$ cat src/rtl/imem_loader_pkg.sv
// imem_loader_pkg: shared loader FSM states and byte-per-word constant.
package imem_loader_pkg;
   typedef enum logic [1:0] {IDLE, RECV, WRITE, DONE} loaderState_t;
   localparam int LOADER_BYTES_PER_WORD = 4;
endpackage

$ cat src/rtl/imem_loader.sv
// imem_loader: assembles a little-endian byte stream into instruction words and writes them to imem.
module imem_loader
   import imem_loader_pkg::*;
#(
   parameter int INST_WIDTH      = 32,
   parameter int INST_ADDR_WIDTH = 10
) (
   input  logic                       clk,
   input  logic                       rst,
   input  logic                       start,
   input  logic [INST_ADDR_WIDTH-2:0] loadLen,
   input  logic                       inValid,
   input  logic [7:0]                 inData,
   output logic                       inReady,
   output logic                       iMemW,
   output logic [INST_ADDR_WIDTH-1:0] iMemWAddr,
   output logic [INST_WIDTH-1:0]      iMemDataOut,
   output logic                       cpuHold,
   output logic                       done,
   output logic                       lenError,
   output logic [31:0]                checksum
);
   localparam int LW = INST_ADDR_WIDTH - 1;
   localparam int WB = INST_ADDR_WIDTH - 2;
   localparam int BW = $clog2(LOADER_BYTES_PER_WORD);
   localparam logic [LW-1:0] DEPTH = LW'(1 << WB);
   localparam logic [LW-1:0] ONE_L = LW'(1);
   localparam logic [BW-1:0] ONE_B = BW'(1);
   localparam logic [BW-1:0] LAST_BYTE = BW'(LOADER_BYTES_PER_WORD - 1);

   loaderState_t state, nextState;
   logic [LW-1:0] lenReg, wordCnt;
   logic [BW-1:0] byteCnt;
   logic [INST_WIDTH-1:0] word;
   logic accept, startOk;

   assign accept      = inValid && inReady;
   assign startOk     = state == IDLE && start && loadLen <= DEPTH;
   assign inReady     = state == RECV;
   assign iMemW       = state == WRITE;
   assign done        = state == DONE;
   assign cpuHold     = state != IDLE;
   assign iMemWAddr   = {2'b00, wordCnt[WB-1:0]};
   assign iMemDataOut = word;

   always_comb begin
      nextState = state;
      unique case (state)
         IDLE:  if (startOk) nextState = loadLen == '0 ? DONE : RECV;
         RECV:  if (accept && byteCnt == LAST_BYTE) nextState = WRITE;
         WRITE: nextState = wordCnt + ONE_L == lenReg ? DONE : RECV;
         DONE:  nextState = IDLE;
      endcase
   end

   always_ff @(posedge clk or negedge rst) begin
      if (!rst) begin
         state    <= IDLE;
         lenReg   <= '0;
         wordCnt  <= '0;
         byteCnt  <= '0;
         word     <= '0;
         checksum <= '0;
         lenError <= 1'b0;
      end else begin
         state <= nextState;
         if (state == IDLE && start && !startOk) lenError <= 1'b1;
         if (startOk) begin
            lenReg   <= loadLen;
            wordCnt  <= '0;
            byteCnt  <= '0;
            checksum <= '0;
            lenError <= 1'b0;
         end
         // byteCnt wraps to zero after the last byte of each word
         if (accept) begin
            word    <= {inData, word[INST_WIDTH-1:8]};
            byteCnt <= byteCnt + ONE_B;
         end
         if (state == WRITE) begin
            checksum <= checksum + word;
            wordCnt  <= wordCnt + ONE_L;
         end
      end
   end
endmodule

$ cat config.mk
export PLATFORM = sky130hd
export DESIGN_NAME = imem_loader
export DESIGN_NICKNAME = d
export VERILOG_FILES = /design/src/rtl/imem_loader_pkg.sv /design/src/rtl/imem_loader.sv
export SDC_FILE = /design/constraint.sdc
export NUM_CORES = 1
export LEC_CHECK = 0
export CORE_ASPECT_RATIO = 1.4
export CORE_MARGIN = 1.5
export CORE_UTILIZATION = 52
export CTS_CLUSTER_DIAMETER = 120
export CTS_CLUSTER_SIZE = 28
export DETAILED_ROUTE_END_ITERATION = 10
export GPL_TIMING_DRIVEN = 0
export HOLD_SLACK_MARGIN = 0.12
export PLACE_DENSITY_LB_ADDON = 0.12
export REMOVE_ABC_BUFFERS = 1
export SYNTH_ARGS = -nofsm -noshare
export SYNTH_HDL_FRONTEND = slang
export SYNTH_SLANG_ARGS = --single-unit
$ cat constraint.sdc
create_clock -name clk -period 3.15 [get_ports clk]
set_clock_uncertainty 0.05 [all_clocks]
set_input_delay 0.63 -clock clk [delete_from_list [all_inputs] [get_ports clk]]
set_output_delay 0.63 -clock clk [all_outputs]
set_load 0.005 [all_outputs]
# ---- After elaboration in Yosys (flattened, before gate mapping)
# Index checks and enable logic that the tools add are counted.
dict set report word_totals {
  ff_bits 87
  inputBits 21
  output_inout_bits 79
  word_cells 44
}
dict set report op_classes {
  addsub 3
  order_cmp 1
  n_eq_ne 7
  n_mux 13
  n_reduce_logical 13
}
# cell n
set op_table {}
lappend op_table {{$mux 32} 2}
lappend op_table {{$add 32x32->32} 1}
lappend op_table {{$mux 9} 2}
lappend op_table {{$mux 2} 6}
lappend op_table {{$add 9x1->9 const B} 1}
lappend op_table {{$eq 9x9->1} 1}
lappend op_table {{$le 9x9->1 const B} 1}
lappend op_table {{$logic_not 9->1} 1}
lappend op_table {{$pmux 2 s4} 1}
lappend op_table {{$reduce_bool 2->1} 4}
lappend op_table {{$eq 2x2->1 const B} 3}
lappend op_table {{$logic_and 1x1->1} 5}
lappend op_table {{$add 2x1->2 const B} 1}
lappend op_table {{$eq 2x1->1 const B} 1}
lappend op_table {{$logic_not 2->1} 1}
lappend op_table {{$mux 1} 2}
lappend op_table {{$ne 2x1->1 const B} 1}
lappend op_table {{$ne 2x2->1 const B} 1}
lappend op_table {{$reduce_and 2->1} 1}
lappend op_table {{$logic_not 1->1} 1}

# ---- Logic depth before layout (Yosys ltp)
# Gate-level depths: netlist (run 1).
dict set report logic_depth {
  depth_word 7
  mapped_depth 13
  ltp_nobuf 13
}

# ---- Least setup slack after synthesis (run 1)
# No wires, ideal clock.
dict set report synth_path {
  path_kind {reg-to-reg}
  start {reg checksum[0]}
  end {reg checksum[30]}
  setup_ns 0.129
  arrival_time_ns 2.684
  t_required_ns 2.971
  path_slack_ns 0.287
  path_stages_with_launch 14
  path_buffers 0
  synth_period_minus_slack_ns 2.863
  path_cell_list {dfrtp_1 ha_1 inv_1 fa_1 and2b_1 nor3_1 o21a_1 a2bb2oi_2 o31a_1 o21bai_2 a211oi_2 o41ai_2 xnor2_1 o21ai_1}
}
dict set report synth_between {
  elab_chain_cells 2
}
# item line_no
set synth_rtl {}
lappend synth_rtl {{start: declaration} imem_loader.sv:21} ;# output logic [31:0] checksum
lappend synth_rtl {{start signal: assignment} imem_loader.sv:81} ;# checksum <= checksum + word;
lappend synth_rtl {{$add 32x32->32} imem_loader.sv:81}
lappend synth_rtl {{$mux 32} imem_loader.sv:80} ;# if (state == WRITE) begin
# Every way passes these cells.
# A chain may end at the register's enable or synchronous reset.

# ---- Worst setup path after layout (run 1)
dict set report layout_path {
  start {reg word[0] (netlist: iMemDataOut[0])}
  end {reg checksum[28]}
}
dict set report layout_between {
  elab_chain_cells 2
}
# item line_no
set layout_rtl {}
lappend layout_rtl {{start: declaration} imem_loader.sv:34} ;# logic [INST_WIDTH-1:0] word;
lappend layout_rtl {{start signal: assignment} imem_loader.sv:77} ;# word <= {inData, word[INST_WIDTH-1:8]};
lappend layout_rtl {{$add 32x32->32} imem_loader.sv:81}
lappend layout_rtl {{$mux 32} imem_loader.sv:80}
# Every way passes these cells.

==> results.ini, run 1 <==
[final_layout]
area_delta_synth_final_pct=28.02
layout-drive-gt1-share=0.1277
final_util=0.6863
stdcell_count=735
layout.nets=654
n_antenna_cell=0

[global_routing]
grt_usage=0.2401
antenna_found_initial=0
grt_pass1_wl_mm=19.64
grt_max_degree=54
grt_overflow=0
first_global_vias=4087

[cts]
cts_buffers=9
cts_max_level=3
clock-sinks=87
clock_latency_ns=0.34
cts_tree=done
clk_pin_slew_ns=0.06
clockRootBuffer=clkbuf_16
cts_hold_buf=0
cts_max_path_buffers=2

[logic_synthesis]
ys_async_sr_fraction=1.000
ys_seq_area_frac=0.4270
synth_xor_xnor_area_share=0.07730
synth_flop_cell=dfrtp_1
synth_fa_ha_area_frac=0.08491
ys_seq_elements=87
synth_top_family_by_area=compound AO/OA/AOI/OAI gates
synth.area.mux_share=0.08834
syn_area_per_cell_um2=9.900
synth_compound_area_frac=0.1740
yosys.area_share.simple=0.1087
syn-instance-count=515
yosysWarnings=0
syn_area_um2=5099
ys_types=51
synth_edf_count=0

[detailed_routing]
first_iter_violations=220
wl_per_cell_um=16.31
vias=4188
totalWireLength_mm=11.99
viasPerCell=5.698
drt_pass1_iterations=4
drc=0
ant_nets=0

[critical_path]
r2r-end=checksum[28]
cp-startpoint=iMemDataOut[0]
path_class=reg -> reg
rr_startpoint=iMemDataOut[0]
path_max_fanout=3
worstPathCellList=ha_2 > inv_1 > fa_2 > and2b_1 > nor3_1 > o21a_2 > a2bb2oi_2 > nand2b_1 > a21oi_2 > o31a_1 > o21ai_2 > nor4_1 > or3_1
cp_slowest_cell=dfrtp_1
reg2reg_depth=13
crit_end=checksum[28]
slowest_delay_ns=0.38
r2r_slack_ns=0.20
crit_required_ns=3.32
arrival_ns=3.12
cp-end-kind=flop
cp-start-kind=flop

[floorplanning]
initial_core_util=0.5360
die_w_um=86.69
io_pins=100
core_area_um2=9512
placementRows=42
dieArea_um2=10420
die_h_um=120.2

[timing]
worst_slew_pin_slew_ns=0.8485
hold_viol_final=0
whs_ns=0.1932
min_period_over_period=0.9380
fmax_ghz=0.3384
postLayoutSetupSlackWorst_ns=0.1953
slew_violations=0
relSlewSlack=0.4323
finalSetupViolCount=0
grt_setup_unrepaired=no
min_period_ns=2.955

[placed_design]
pre_cts_slack_ns=0.02903
place_inst=718
dp_hpwl_mm=8.747
gp_congestion=0.8926
io_buffers=97

[power]
leakage_nw=2.829
p_total_mw=7.373
power_density_nw_per_um2=1129
vdd_ir_drop_max_mv=0.6980

[job]
cap_viol_max_count=0

[worst_hold_path]
hold_path.class=in -> async

[run_status]
status=completed

[flip-flops by register name, indices dropped and copies added, names as in the netlist]
signal / cells
lenReg: 9
iMemDataOut: 32
checksum: 32
state: 2
byteCnt: 2
wordCnt: 9
lenError: 1
[logic make-up after synthesis]
family                     count (synthesis)
AOI/OAI and AO/OA                        142
and+or+nand+nor                          123
DFF                                       87
xor gates and xnor gates                  45
buffers and inverters                     43
muxes                                     40
adders and majority gates                 34
other                                      1
[critical path, delay by kind of cell (launching register included)]
| family | cells | cell delay [ns] |
|---|---|---|
| compound gates | 5 | 1.02 |
| simple gates | 5 | 0.80 |
| fa+ha+maj | 2 | 0.55 |
| flops | 1 | 0.38 |
| buf+inv | 1 | 0.05 |
[stage by stage]
step	TNS (ns)	cell area, µm²
after global placement	-244.85	6085
after CTS	0	6491
after global routing	0	6528
after floorplan	-4.585	4949
final	0	6528
after detailed placement	0	6191
[worst min-delay path by stage]
stage / from / endpoint / slack, ns / cells past startpoint
floorplan: rst / byteCnt[0] / 0.28 / 0
global placement: lenError / lenError / 0.43 / 2
detailed placement: wordCnt[8] / wordCnt[8] / 0.44 / 1
CTS: rst / iMemDataOut[2] / 0.21 / 1
global route: rst / iMemDataOut[2] / 0.23 / 1
finish: rst / iMemDataOut[1] / 0.19 / 1
[synthesized netlist by cell type (all sizes together), types with 2 or more instances]
library cell  number  area (µm²)
dfrtp             87        2177
nand2b             4       25.02
ha                33       412.9
o31a               2       17.52
o21a               3       22.52
buf               10       75.07
xnor2             23       201.4
nand3              8       40.04
o21bai             5       41.29
nor2              18       67.56
nor2b              4       25.02
nand2             64       240.2
o21ai             44       220.2
nor3               4       20.02
inv               11       41.29
nand4              8       50.05
a21oi             36       183.9
o22ai             17       106.4
xor2              22       192.7
o31ai              4       30.03
a21o              11       82.58
mux2              40       450.4
a211oi             3       27.52
o211ai             3       22.52
a31oi              3       18.77
nor4               6       37.54
clkbuf            21       78.83
and2               2       12.51
[power by group]
group	total, mW	internal [mW]	leakage [nW]	switching [mW]
clock network	1.08	0.652	0.145	0.425
logic	4.19	2.20	1.58	1.99
registers	2.11	1.60	1.10	0.503
total	7.37	4.45	2.83	2.92
[timing repair]
action,in CTS,in global routing
resized for setup,1,6
setup endpoints to repair,1,4
pin swaps,0,4
setup buffers,0,2
[cell type report]
type | instances | area [µm²]
Timing Repair Buffer | 103 | 1074
Clock buffer | 12 | 256.5
Inverter | 12 | 46.29
Tap cell | 132 | 165.2
Fill cell | 735 | 2984
Clock inverter | 3 | 42.54
Sequential cell | 87 | 2177
Multi-Input combinational cell | 386 | 2766
[routing by layer]
metal / vias up / GRT usage / part of all wire
met1: 2062 / 0.3058 / 0.44
met2: 102 / 0.3984 / 0.51
li1: 2008 / - / -
met3: 16 / 0.04814 / 0.034
met4: 0 / 0.09274 / 0.022
met5: - / 0 / 0
[cell usage in the layout, fill, tap and decap left out, types with 3 or more instances in the layout]
| master | instances |
|---|---|
| nor2b_1 | 4 |
| nor4_1 | 6 |
| clkbuf_16 | 9 |
| xor2_1 | 22 |
| buf_4 | 3 |
| mux2_2 | 40 |
| o31ai_1 | 4 |
| nand3_1 | 8 |
| nor2_1 | 17 |
| nand2_1 | 63 |
| dfrtp_1 | 87 |
| nor3_1 | 4 |
| o21bai_1 | 4 |
| a21o_1 | 11 |
| inv_1 | 11 |
| o211ai_1 | 3 |
| xnor2_1 | 23 |
| ha_1 | 32 |
| nand4_1 | 8 |
| a21oi_1 | 34 |
| clkdlybuf4s50_1 | 96 |
| a31oi_1 | 3 |
| nand2b_1 | 3 |
| o22ai_1 | 17 |
| o21ai_0 | 41 |
No activity file was read; power rests on OpenSTA's default activity.
==> inputs of run 2 (changes only) <==
--- a/config.mk
+++ b/config.mk
@@ -8,7 +8,7 @@
 export CORE_ASPECT_RATIO = 1.4
 export CORE_MARGIN = 1.5
 export CORE_UTILIZATION = 52
-export CTS_CLUSTER_DIAMETER = 120
+export CTS_CLUSTER_DIAMETER = 40
 export CTS_CLUSTER_SIZE = 28
 export DETAILED_ROUTE_END_ITERATION = 10
 export GPL_TIMING_DRIVEN = 0
==> constraint.sdc (replaced) <==
create_clock -name clk -period 3.38 [get_ports clk]
set_clock_uncertainty 0.05 [all_clocks]
set_input_delay 0.676 -clock clk [delete_from_list [all_inputs] [get_ports clk]]
set_output_delay 0.676 -clock clk [all_outputs]
set_load 0.005 [all_outputs]
==> run 2 against run 1 <==
Register-to-register slack gained 0.07 ns. Die area unchanged. Setup slack lost 0.032 ns. Critical path depth fell by 10. Cell count is 0.27% lower. Global-route usage unchanged. Count of clock-buffer cells in the layout is the same. Sequential share of layout area increased by 0.19 points. Clock power is 7% lower. Hold slack better by 0.047 ns. Sequential power fell by 7%. Final area shrank 0.58%. Critical path type is now reg -> out.
==> results.ini, run 2 (synthesized netlist as in run 1, its figures left out) <==
[critical_path]
crit_required_ns=2.65
cp_num_buf_inv=2
slowest_delay_ns=0.60
worstPathCellList=nand2b_2 > clkinv_1 > clkdlybuf4s50_1
cp-start-kind=flop
cp_slowest_cell=clkdlybuf4s50_1
path_max_fanout=30
crit_family=buffers and inverters
path_class=reg -> out
cp-end-kind=output port
arrival_ns=2.49

[cts]
clockRootBuffer=clkbuf_16
cts_tree=done
clock_latency_ns=0.34
clock-sinks=87
clk_pin_slew_ns=0.06
cts_hold_buf=0
cts_max_level=3
cts_buffers=9
cts_max_path_buffers=2
post_cts.repair.setup_buffers=0
cts_resized=0

[placed_design]
pre_cts_slack_ns=0.2130
dp_hpwl_mm=8.747
place_inst=718
placed_cell_area_um2=6191
io_buffers=97
gp_congestion=0.8926

[detailed_routing]
drt_pass1_iterations=4
totalWireLength_mm=11.87
ant_nets=0
vias=4179
first_iter_violations=202
drc=0
wl_per_cell_um=16.19
viasPerCell=5.701

[final_layout]
stdcell_count=733
layout.nets=652
layout_commonest_cell=clkdlybuf4s50_1
n_antenna_cell=0
area_delta_synth_final_pct=27.29
layout_common_cells=clkdlybuf4s50_1, dfrtp_1, nand2_1, o21ai_0, mux2_2
fin_area_um2=6490
layout-drive-gt1-share=0.1148

[timing]
slew_violations=0
whs_ns=0.2407
min_period_ns=3.217
min_period_over_period=0.9517
postLayoutSetupSlackWorst_ns=0.1632
fmax_ghz=0.3109
grt_setup_unrepaired=no
hold_viol_final=0
finalSetupViolCount=0
relSlewSlack=0.4279
worst_slew_pin_slew_ns=0.8551

[power]
p_int_mw=4.119
leakage_nw=2.812
combPwrFrac=0.565
p_switching_mw=2.690
switching_share=0.3950
p_total_mw=6.809
vdd_ir_drop_max_mv=0.6488
pwr-share-seq=0.288
clkPwrFrac=0.147
power_density_nw_per_um2=1049

[floorplanning]
dieArea_um2=10420
die_h_um=120.2
initial_core_util=0.5360
placementRows=42
core_area_um2=9512
io_pins=100
die_w_um=86.69

[global_routing]
grt-busiest-layer=met2
grt_pass1_wl_mm=19.64
use_met3=0.04814
grt_max_degree=54
grt_usage=0.2401
grt_util_met1=0.3058
first_global_vias=4087
grt.met2_usage=0.3984
grt_overflow=0
antenna_found_initial=0

[job]
cap_viol_max_count=0

[run_status]
status=completed

[worst_hold_path]
hold_path.class=in -> async

run 2: final timing paths:
check	end	cells past startpoint	slack (ns)	start
worst max register to register	checksum[30]	13	0.27	iMemDataOut[0]
max in group asynchronous	wordCnt[1]	2	2.43	rst
worst max-delay path	iMemW	3	0.16	state[0]
worst min register to register	wordCnt[8]	1	0.45	wordCnt[8]
min in group clk	wordCnt[8]	1	0.45	wordCnt[8]
worst min-delay path	iMemDataOut[1]	1	0.24	rst
run 2: power by group through the flow:
| stage | combinational, mW | sequential, mW | clock [mW] |
|---|---|---|---|
| 6_report | 3.85 | 1.96 | 1.00 |
| 5_1_grt | 4.23 | 2.03 | 1.06 |
| 4_1_cts | 3.85 | 1.97 | 1.02 |
| 3_5_place_dp | 3.83 | 1.98 | 0 |
| 3_3_place_gp | 3.68 | 1.97 | 0 |
| 2_1_floorplan | 2.43 | 1.88 | 0 |
run 2: metrics by stage:
| stage | util | setup TNS, ns |
|---|---|---|
| 4_1_cts | 0.6823 | 0 |
| 3_5_place_dp | 0.6509 | 0 |
| 3_3_place_gp | 0.6397 | -218.72 |
| 2_1_floorplan | - | -0.6967 |
| 5_1_grt | 0.6823 | 0 |
| 6_report | 0.6823 | 0 |
run 2: area by class of cell:
cell class	instances	area, µm²
well taps	132	165.2
inverters	12	45.04
clock buffers	12	256.5
repair buffers	101	1059
multi-input cells	386	2745
clock inverters	3	42.54
flip-flops and latches	87	2177
fillers	738	3022
run 2: routing by layer:
| metal | up-vias | routed length (µm) |
|---|---|---|
| met1 | 2049 | 5091 |
| met2 | 109 | 6053 |
| met3 | 18 | 455 |
| met4 | 0 | 267 |
| li1 | 2003 | - |
| met5 | - | 0 |
